==> src/rtl/tlb_unit.sv <==
// Joint TLB for the SimMIPS core: executes TLBWI/TLBWR/TLBR/TLBP against CP0 state
// and translates virtual addresses with one cycle of registered latency.
module tlb_unit #(
  parameter int unsigned ENTRIES = 16,
  parameter int unsigned IDX_W   = 4
) (
  input  logic             clk,
  input  logic             reset,
  input  logic             cpu_pause_i,
  input  logic             instr_TLBWI_i,
  input  logic             instr_TLBWR_i,
  input  logic             instr_TLBR_i,
  input  logic             instr_TLBP_i,
  input  logic [31:0]      cp0_index_i,
  input  logic [31:0]      cp0_random_i,
  input  logic [31:0]      cp0_entryhi_i,
  input  logic [31:0]      cp0_entrylo0_i,
  input  logic [31:0]      cp0_entrylo1_i,
  input  logic [31:0]      cp0_status_i,
  input  logic             req_valid_i,
  input  logic [31:0]      req_vaddr_i,
  input  logic             req_write_i,
  output logic             resp_valid_o,
  output logic [31:0]      resp_paddr_o,
  output logic             exception_tlb_refill_o,
  output logic             exception_tlb_invalid_o,
  output logic             exception_tlb_mod_o,
  output logic             exception_addr_error_o,
  output logic             exception_tlb_rw_o,
  output logic             tlb_probe_success_o,
  output logic [IDX_W-1:0] tlb_probe_index_o,
  output logic [31:0]      tlb_entryhi_o,
  output logic [31:0]      tlb_entrylo0_o,
  output logic [31:0]      tlb_entrylo1_o,
  output logic             tlb_entryhi_wen_o,
  output logic             tlb_entrylo0_wen_o,
  output logic             tlb_entrylo1_wen_o
);

  localparam int unsigned PAGE_W = 25;  // {pfn[19:0], c[2:0], d, v} == entrylo[25:1]

  logic [ENTRIES-1:0] r_present;
  logic [18:0]        r_vpn2 [ENTRIES];
  logic [7:0]         r_asid [ENTRIES];
  logic               r_g    [ENTRIES];
  logic [PAGE_W-1:0]  r_lo   [ENTRIES][2];

  logic               r_resp_valid, r_refill, r_invalid, r_mod, r_addr_err, r_rw;
  logic [31:0]        r_paddr;
  logic               r_probe_ok;
  logic [IDX_W-1:0]   r_probe_idx;
  logic [31:0]        r_rd_hi, r_rd_lo0, r_rd_lo1;
  logic               r_rd_wen;

  logic               w_do_wi, w_do_wr, w_do_r, w_do_p, w_we;
  logic [IDX_W-1:0]   w_wr_idx, w_rd_idx;
  logic               w_tr_hit, w_pb_hit;
  logic [IDX_W-1:0]   w_tr_idx, w_pb_idx;
  logic [PAGE_W-1:0]  w_page;
  logic [31:0]        w_paddr;
  logic               w_refill, w_invalid, w_mod, w_addr_err;
  logic               w_unused;

  assign w_unused = ^{cp0_index_i[31:IDX_W], cp0_random_i[31:IDX_W], cp0_entryhi_i[12:8],
                      cp0_entrylo0_i[31:26], cp0_entrylo1_i[31:26], cp0_status_i[31:5],
                      cp0_status_i[3:0]};

  // Strobe priority: TLBWI > TLBWR > TLBR > TLBP
  assign w_do_wi  = instr_TLBWI_i;
  assign w_do_wr  = instr_TLBWR_i & ~instr_TLBWI_i;
  assign w_do_r   = instr_TLBR_i & ~instr_TLBWI_i & ~instr_TLBWR_i;
  assign w_do_p   = instr_TLBP_i & ~instr_TLBWI_i & ~instr_TLBWR_i & ~instr_TLBR_i;
  assign w_we     = ~cpu_pause_i & (w_do_wi | w_do_wr);
  assign w_wr_idx = w_do_wi ? cp0_index_i[IDX_W-1:0] : cp0_random_i[IDX_W-1:0];
  assign w_rd_idx = cp0_index_i[IDX_W-1:0];

  // Associative search; scanning downward leaves the lowest matching index
  always_comb begin
    w_tr_hit = 1'b0;
    w_tr_idx = '0;
    w_pb_hit = 1'b0;
    w_pb_idx = '0;
    for (int i = int'(ENTRIES) - 1; i >= 0; i--) begin
      if (r_present[i] && r_vpn2[i] == req_vaddr_i[31:13] &&
          (r_g[i] || r_asid[i] == cp0_entryhi_i[7:0])) begin
        w_tr_hit = 1'b1;
        w_tr_idx = IDX_W'(i);
      end
      if (r_present[i] && r_vpn2[i] == cp0_entryhi_i[31:13] &&
          (r_g[i] || r_asid[i] == cp0_entryhi_i[7:0])) begin
        w_pb_hit = 1'b1;
        w_pb_idx = IDX_W'(i);
      end
    end
  end

  assign w_page = r_lo[w_tr_idx][req_vaddr_i[12]];

  // Address classification and exception selection; at most one flag is raised
  always_comb begin
    w_paddr    = '0;
    w_refill   = 1'b0;
    w_invalid  = 1'b0;
    w_mod      = 1'b0;
    w_addr_err = 1'b0;
    if (req_vaddr_i[31] && cp0_status_i[4]) begin
      w_addr_err = 1'b1;
    end else if (req_vaddr_i[31:30] == 2'b10) begin
      w_paddr = {3'b000, req_vaddr_i[28:0]};
    end else if (!w_tr_hit) begin
      w_refill = 1'b1;
    end else if (!w_page[0]) begin
      w_invalid = 1'b1;
    end else if (req_write_i && !w_page[1]) begin
      w_mod = 1'b1;
    end else begin
      w_paddr = {w_page[24:5], req_vaddr_i[11:0]};
    end
  end

  always_ff @(posedge clk) begin
    if (reset) begin
      r_present <= '0;
    end else if (w_we) begin
      r_present[w_wr_idx] <= 1'b1;
    end
  end

  // Entry payload needs no reset: it is only observed through r_present
  always_ff @(posedge clk) begin
    if (w_we) begin
      r_vpn2[w_wr_idx]  <= cp0_entryhi_i[31:13];
      r_asid[w_wr_idx]  <= cp0_entryhi_i[7:0];
      r_g[w_wr_idx]     <= cp0_entrylo0_i[0] & cp0_entrylo1_i[0];
      r_lo[w_wr_idx][0] <= cp0_entrylo0_i[25:1];
      r_lo[w_wr_idx][1] <= cp0_entrylo1_i[25:1];
    end
  end

  always_ff @(posedge clk) begin
    if (reset) begin
      r_resp_valid <= 1'b0;
      r_rw         <= 1'b0;
      r_paddr      <= '0;
      r_refill     <= 1'b0;
      r_invalid    <= 1'b0;
      r_mod        <= 1'b0;
      r_addr_err   <= 1'b0;
    end else if (!cpu_pause_i) begin
      r_resp_valid <= req_valid_i;
      r_rw         <= req_write_i;
      r_paddr      <= req_valid_i ? w_paddr : 32'd0;
      r_refill     <= req_valid_i & w_refill;
      r_invalid    <= req_valid_i & w_invalid;
      r_mod        <= req_valid_i & w_mod;
      r_addr_err   <= req_valid_i & w_addr_err;
    end
  end

  // TLBR read-back and TLBP result; strobes seen during a pause are dropped
  always_ff @(posedge clk) begin
    if (reset) begin
      r_probe_ok  <= 1'b0;
      r_probe_idx <= '0;
      r_rd_hi     <= '0;
      r_rd_lo0    <= '0;
      r_rd_lo1    <= '0;
      r_rd_wen    <= 1'b0;
    end else begin
      r_rd_wen <= ~cpu_pause_i & w_do_r;
      if (!cpu_pause_i && w_do_p) begin
        r_probe_ok  <= w_pb_hit;
        r_probe_idx <= w_pb_idx;
      end
      if (!cpu_pause_i && w_do_r) begin
        if (r_present[w_rd_idx]) begin
          r_rd_hi  <= {r_vpn2[w_rd_idx], 5'b0, r_asid[w_rd_idx]};
          r_rd_lo0 <= {6'b0, r_lo[w_rd_idx][0], r_g[w_rd_idx]};
          r_rd_lo1 <= {6'b0, r_lo[w_rd_idx][1], r_g[w_rd_idx]};
        end else begin
          r_rd_hi  <= '0;
          r_rd_lo0 <= '0;
          r_rd_lo1 <= '0;
        end
      end
    end
  end

  assign resp_valid_o            = r_resp_valid;
  assign resp_paddr_o            = r_paddr;
  assign exception_tlb_refill_o  = r_refill;
  assign exception_tlb_invalid_o = r_invalid;
  assign exception_tlb_mod_o     = r_mod;
  assign exception_addr_error_o  = r_addr_err;
  assign exception_tlb_rw_o      = r_rw;
  assign tlb_probe_success_o     = r_probe_ok;
  assign tlb_probe_index_o       = r_probe_idx;
  assign tlb_entryhi_o           = r_rd_hi;
  assign tlb_entrylo0_o          = r_rd_lo0;
  assign tlb_entrylo1_o          = r_rd_lo1;
  assign tlb_entryhi_wen_o       = r_rd_wen;
  assign tlb_entrylo0_wen_o      = r_rd_wen;
  assign tlb_entrylo1_wen_o      = r_rd_wen;

endmodule

==> config.mk <==
export PLATFORM = sky130hd
export DESIGN_NAME = tlb_unit
export DESIGN_NICKNAME = d
export VERILOG_FILES = /design/src/rtl/tlb_unit.sv
export SDC_FILE = /design/constraint.sdc
export NUM_CORES = 2
export LEC_CHECK = 0
export BUFFER_PORTS_ARGS = -buffer_cell sky130_fd_sc_hd__buf_2
export CAP_MARGIN = 20
export CORE_MARGIN = 1.5
export CORE_UTILIZATION = 26
export CTS_BUF_LIST = sky130_fd_sc_hd__clkbuf_8
export CTS_CLUSTER_DIAMETER = 100
export CTS_CLUSTER_SIZE = 24
export DETAILED_ROUTE_END_ITERATION = 7
export SLEW_MARGIN = 20
export SYNTH_ARGS = -nofsm -noshare
export SYNTH_HDL_FRONTEND = slang
export SYNTH_SLANG_ARGS = --single-unit
==> constraint.sdc <==
create_clock -name clk -period 7.2 [get_ports clk]
set_clock_uncertainty 0.2 [all_clocks]
set_input_delay 1.08 -clock clk [delete_from_list [all_inputs] [get_ports clk]]
set_output_delay 1.08 -clock clk [all_outputs]
set_load 0.02 [all_outputs]
# --- Word-level counts from Yosys, hierarchy flattened ---
# Memory sizes are Yosys's and may differ from the RTL's.
# Index checks and enable logic that the tools add are counted.
word_totals:
  ff_bits: 156
  mem_bits_rw: 1248
  output_inout_bits: 142
  wordCells: 274
  n_memories: 4
classes:
  order_cmp: 4
  n_eq_ne: 49
  mux: 96
  bitwise: 20
  reduce_logical: 87
mem_list:
  columns: ["name", "depth", "word_bits", "read_ports", "rd_clocked_by_memory_dff", "write_ports", "line_no", "rtl"]
  rows:
  - ["r_lo", 16, 50, 2, 0, 1, "46", "logic [PAGE_W-1:0] r_lo [ENTRIES][2];"]
  - ["r_vpn2", 16, 19, 17, 0, 1, "43", "logic [18:0] r_vpn2 [ENTRIES];"]
  - ["r_asid", 16, 8, 17, 0, 1, "44", "logic [7:0] r_asid [ENTRIES];"]
  - ["r_g", 16, 1, 17, 0, 1, "45", "logic r_g [ENTRIES];"]
op_table:
  columns: ["op", "count"]
  rows:
  - ["19-bit == test", 32]
  - ["32-bit two-way mux", 7]
  - ["4-bit two-way mux", 33]
  - ["8-bit == test", 16]
  - ["25-bit two-way mux", 3]
  - ["1-bit logical AND", 69]
  - ["26-bit two-way mux", 2]
  - ["1-bit two-way mux", 49]
  - ["1-bit logical OR", 16]
  - ["16-bit OR", 1]
  - ["1-bit AND", 13]
  - ["4-bit by 5-bit < comparator with 1-bit output (second input constant)", 2]
  - ["1-bit binary-select mux with 4-bit select", 1]
  - ["1-bit demux with 4-bit select", 1]
  - ["4-bit by 1-bit greater-or-equal comparator with 1-bit output (second input constant)", 1]
  - ["1-bit NOT", 4]
  - ["2-bit == test (second input constant)", 1]
  - ["2-bit greater-or-equal comparator (second input constant)", 1]
  - ["1-bit zero test", 2]
  - ["1-bit NOT with 2-bit output", 1]
  - ["1-bit OR", 1]

# --- Depth between registers and ports, before layout ---
# An unclocked memory read counts as a cell.
logic_depth:
  ltp_word: 32
  mapped_depth: 20
  ltp_nobuf: 14

# --- Least setup slack after synthesis ---
# No wires, ideal clock.
synth_path:
  path_type: "in2reg"
  startpoint: "input port cp0_index_i[1]"
  endpoint: "memory r_asid[3][0] (enable)"
  setup_time_ns: 0.517
  arrival_time_ns: 5.838
  t_required_ns: 6.483
  setup_slack_ns: 0.646
  cell_stages: 7
  n_path_buf: 3
  path_cell_list: "clkbuf_1 -> clkbuf_1 -> buf_1 -> mux2i_1 -> nor2_1 -> nand2_1 -> nor2_1"
synth_via:
  elab_chain_len: 1
synth_rtl:
  columns: ["item", "line_no", "rtl"]
  rows:
  - ["start, declared", "14", "input logic [31:0] cp0_index_i,"]
  - ["4-bit two-way mux", "74", "assign w_wr_idx = w_do_wi ? cp0_index_i[IDX_W-1:0] : cp0_random_i[IDX_W-1:0];"]
  - ["end, declared", "44", null]
# Every way passes these cells.

# --- Worst setup path in the final report ---
layout_path:
  startpoint: "input port req_vaddr_i[20]"
  endpoint: "register r_paddr[8], in the netlist resp_paddr_o[8]"
layout_via:
  elab_chain_len: 31
layout_rtl:
  columns: ["item", "line_no", "rtl"]
  rows:
  - ["start, declared", "21", "input logic [31:0] req_vaddr_i,"]
  - ["19-bit == test", "84", "if (r_present[i] && r_vpn2[i] == req_vaddr_i[31:13] &&"]
  - ["1-bit logical AND (2 in a row)", "84", null]
  - ["4-bit two-way mux (16 in a row)", "84", null]
  - ["memory 16 x 50 bit", null, null]
  - ["25-bit two-way mux (implied by the code) (3 in a row)", "97", "assign w_page = r_lo[w_tr_idx][req_vaddr_i[12]];"]
  - ["1-bit zero test", "114", "end else if (req_write_i && !w_page[1]) begin"]
  - ["1-bit logical AND", "114", null]
  - ["32-bit two-way mux", "114", null]
  - ["32-bit two-way mux", "112", "end else if (!w_page[0]) begin"]
  - ["32-bit two-way mux *", "110", "end else if (!w_tr_hit) begin"]
  - ["32-bit two-way mux *", "108", "end else if (req_vaddr_i[31:30] == 2'b10) begin"]
  - ["32-bit two-way mux *", "106", "if (req_vaddr_i[31] && cp0_status_i[4]) begin"]
  - ["32-bit two-way mux *", "152", "r_paddr <= req_valid_i ? w_paddr : 32'd0;"]
  - ["end signal, assigned", "152", null]
  - ["end, declared", "49", "logic [31:0] r_paddr;"]
# Mark *: on every way between the ends. The rest lies on a longest branch, timed or not. The select of a mux whose other input is x is not followed.
# A chain may end at the register's enable or synchronous reset.

==> flow_metrics.env <==
export IMPL_final_nets=5004
export IMPL_first_pass_iters=6
export IMPL_htreeDepth=3
export IMPL_ctsRootBufferMaster="clkbuf_8"
export IMPL_grt_pass1_wl_mm=326.1
export IMPL_ios=375
export IMPL_synth_top_area_cell="edfxtp_1"
export IMPL_die_x_um=514.4
export IMPL_worst_slew_pin_slew_ps=1172
export IMPL_coreArea_sq_mm=0.2599
export IMPL_dieHeight_um=514.4
export IMPL_dieArea_sq_mm=0.2647
export IMPL_setup_viol=0
export IMPL_yosys_top_cells_area="edfxtp_1 55%, mux4_2 13%, xor2_1 5.1%, xnor2_1 4.4%, dfxtp_1 4.1%"
export IMPL_finalWirelength_mm=233.3
export IMPL_initial_core_util_pct=26.16
export IMPL_cp_start_kind="primary input"
export IMPL_final_hold_violation_count=0
export IMPL_cp_slowest_cell="nor4_1"
export IMPL_max_vdd_ir_drop_mv=0.1495
export IMPL_max_freq_mhz=166.8
export IMPL_worstPathCellList="buf_2 -> xnor2_1 -> nand4_1 -> nor4_1 -> buf_4 -> and4b_1 -> o211ai_1 -> o221ai_2 -> and2_4 -> mux2_2 -> o311ai_0 -> nor3b_1 -> a31o_1 -> a211oi_1 -> o41ai_4 -> buf_12 -> a22o_1"
export IMPL_syn_avg_cell_area_sq_um=14.75
export IMPL_crit_path_max_incr_delay_ps=800
export IMPL_hold_class="in -> reg"
export IMPL_yosys_warnings=0
export IMPL_antenna_found_initial=58
export IMPL_end_kind="register"
export IMPL_critical_path_required_ps=7740
export IMPL_period_minus_slack_ps=5997
export IMPL_via_count=43290
export IMPL_post_cts_buffers=0
export IMPL_reg2reg_slack_ps=1330
export IMPL_cts_tree="yes"
export IMPL_fin_crit_sh_pct=83.29
export IMPL_synth_edf_count=1248
export IMPL_ys_ff_latch=1386
export IMPL_ys_types=78
export IMPL_grt_usage_pct=17.11
export IMPL_critPathBufInv=3
export IMPL_grt_pass1_vias=42150
export IMPL_clock_latency_ps=930
export IMPL_cts_sinks=1386
export IMPL_viasPerCell=5.195
export IMPL_power_leakage_nw=23.09
export IMPL_grt_setup_unrepaired="no"
export IMPL_syn2layout_area_growth_pct=10.49
export IMPL_numCtsBuffers=71
export IMPL_drive_above_1_share_pct=21.04
export IMPL_routedWlPerCell_um=27.99
export IMPL_synth_top_area_share_pct=55.10
export IMPL_status="finished, final reports clean"
export IMPL_clkSlewWorstSetupHoldPaths_ps=110
export IMPL_powerDensity_mw_per_mm2=186.1
export IMPL_netlist_area_sq_mm=0.06801
export IMPL_design_area_sq_mm=0.07514
export IMPL_clockBufferDepth=3
export IMPL_hold_ws_ps=238.3
export IMPL_cts_resized=0
export IMPL_post_dp_hpwl_mm=157.2
export IMPL_finalWeightedCongestion=0.9360
export IMPL_postCtsHoldBufs=0
export IMPL_synthCells=4612
export IMPL_wl_met3_mm=17.60
export IMPL_grt_max_degree=161
export IMPL_cap_violations=0
export IMPL_synthArstFlopShare_pct=0
export IMPL_slew_viol_final=0
export IMPL_first_iter_violations=5397
export IMPL_ant_nets=0
export IMPL_relSlewSlack_pct=20.76
export IMPL_rows=187
export IMPL_placed_area_sq_mm=0.07376
export IMPL_wl_met1_mm=94.57
export IMPL_grt_overflow_total=0
export IMPL_worstSetupPathType="in -> reg"
export IMPL_critPathArrivalTime_ps=6540
export IMPL_path_delay_family="compound AO/OA/AOI/OAI gates"
export IMPL_synth_flop_cell="edfxtp_1"
export IMPL_wl_met2_mm=112.5
export IMPL_drc_errors=0
export IMPL_top_layer="met5"
export IMPL_tns_ps=0
export IMPL_io_buffers=253
export IMPL_cp_max_fo=20
export IMPL_yosysSeqAreaShare_pct=59.17
metrics by stage:
stage	setup slack [ps]	cells	power [mW]	utilization (%)
after floorplan	645.7	4628	9.988	-
after global placement	542.5	8193	10.51	28.37
after detailed placement	551.6	8194	10.53	28.38
after CTS	1468	8320	14.05	28.89
after global routing	1252	8329	14.39	28.90
final	1203	8333	13.98	28.91
final cells by class:
| type | instances | area, sq um |
|---|---|---|
| Sequential cell | 1386 | 40240 |
| Tap cell | 3496 | 4374 |
| Inverter | 13 | 53.80 |
| Fill cell | 26050 | 184800 |
| Multi-Input combinational cell | 2860 | 26180 |
| Timing Repair Buffer | 439 | 2917 |
| Clock inverter | 55 | 369.1 |
| Clock buffer | 71 | 977.2 |
| Antenna cell | 13 | 32.53 |
kinds of logic (layout without fill, tap and decap cells):
family / after synthesis / after routing / share of synthesized area, %
AOI/OAI and AO/OA: 598 / 598 / 5.998
buffers and inverters: 382 / 578 / 2.703
xor gates and xnor gates: 736 / 736 / 9.478
and+or+nand+nor: 969 / 969 / 7.383
muxes: 540 / 540 / 15.27
other: 1 / 30 / 0.005514
DFF: 1386 / 1386 / 59.17
per-layer routing:
layer | GRT usage, % | up-vias
met4 | 5.614 | 30
met5 | 0 | -
met3 | 2.601 | 386
met2 | 28.39 | 2078
li1 | - | 18140
met1 | 22.78 | 22650
power breakdown:
group	internal (mW)	switching, mW	total, mW
clock network	0.993	2.63	3.63
logic	0.531	0.839	1.37
registers	8.90	0.0872	8.98
synth_stat cells (92+ instances only):
cell      number
edfxtp_1    1248
mux4_2       395
xor2_1       393
xnor2_1      343
nand2_1      321
clkbuf_1     217
a211oi_1     184
a21oi_1      170
dfxtp_1      138
nor2b_1      125
mux2i_1      116
nor2_1       111
nor4_1       105
nand3_1       99
nand4_1       92
flip-flops by register name, indices dropped and copies added, names as in the netlist:
register / count
exception_tlb_mod_o: 1
r_g: 16
r_vpn2: 304
tlb_entryhi_wen_o: 1
tlb_probe_index_o: 4
tlb_probe_success_o: 1
exception_tlb_refill_o: 1
tlb_entrylo1_o: 26
resp_valid_o: 1
r_lo: 800
r_asid: 128
tlb_entrylo0_o: 25
exception_addr_error_o: 1
r_present: 16
tlb_entryhi_o: 27
exception_tlb_rw_o: 1
exception_tlb_invalid_o: 1
resp_paddr_o: 32
placed cells by master, fill, tap and decap left out, drive strengths merged, types with 6 or more instances in the layout:
cell / count
xor2: 393
and4b: 8
and2: 8
nand4b: 18
edfxtp: 1248
nor2: 112
conb: 17
a211oi: 185
clkbuf: 71
o22ai: 34
diode: 13
a31oi: 64
nand4: 92
o21ai: 47
nand2: 321
buf: 439
mux2: 29
nor4b: 14
a22o: 15
a21oi: 170
mux2i: 116
clkinv: 6
inv: 59
mux4: 395
nor4: 105
a311oi: 22
nor2b: 125
a22oi: 22
xnor2: 343
dfxtp: 138
and3: 23
nand3: 99
nor3: 28
final timing paths:
check	from	to	cells after the start
worst max-delay path	req_vaddr_i[20]	resp_paddr_o[8]	17
worst min-delay path	req_vaddr_i[4]	resp_paddr_o[4]	2
worst max register to register	r_vpn2[11][3]	resp_paddr_o[8]	16
worst min register to register	tlb_entrylo1_o[10]	tlb_entrylo1_o[10]	2
Power figures use the tool's default switching activity.
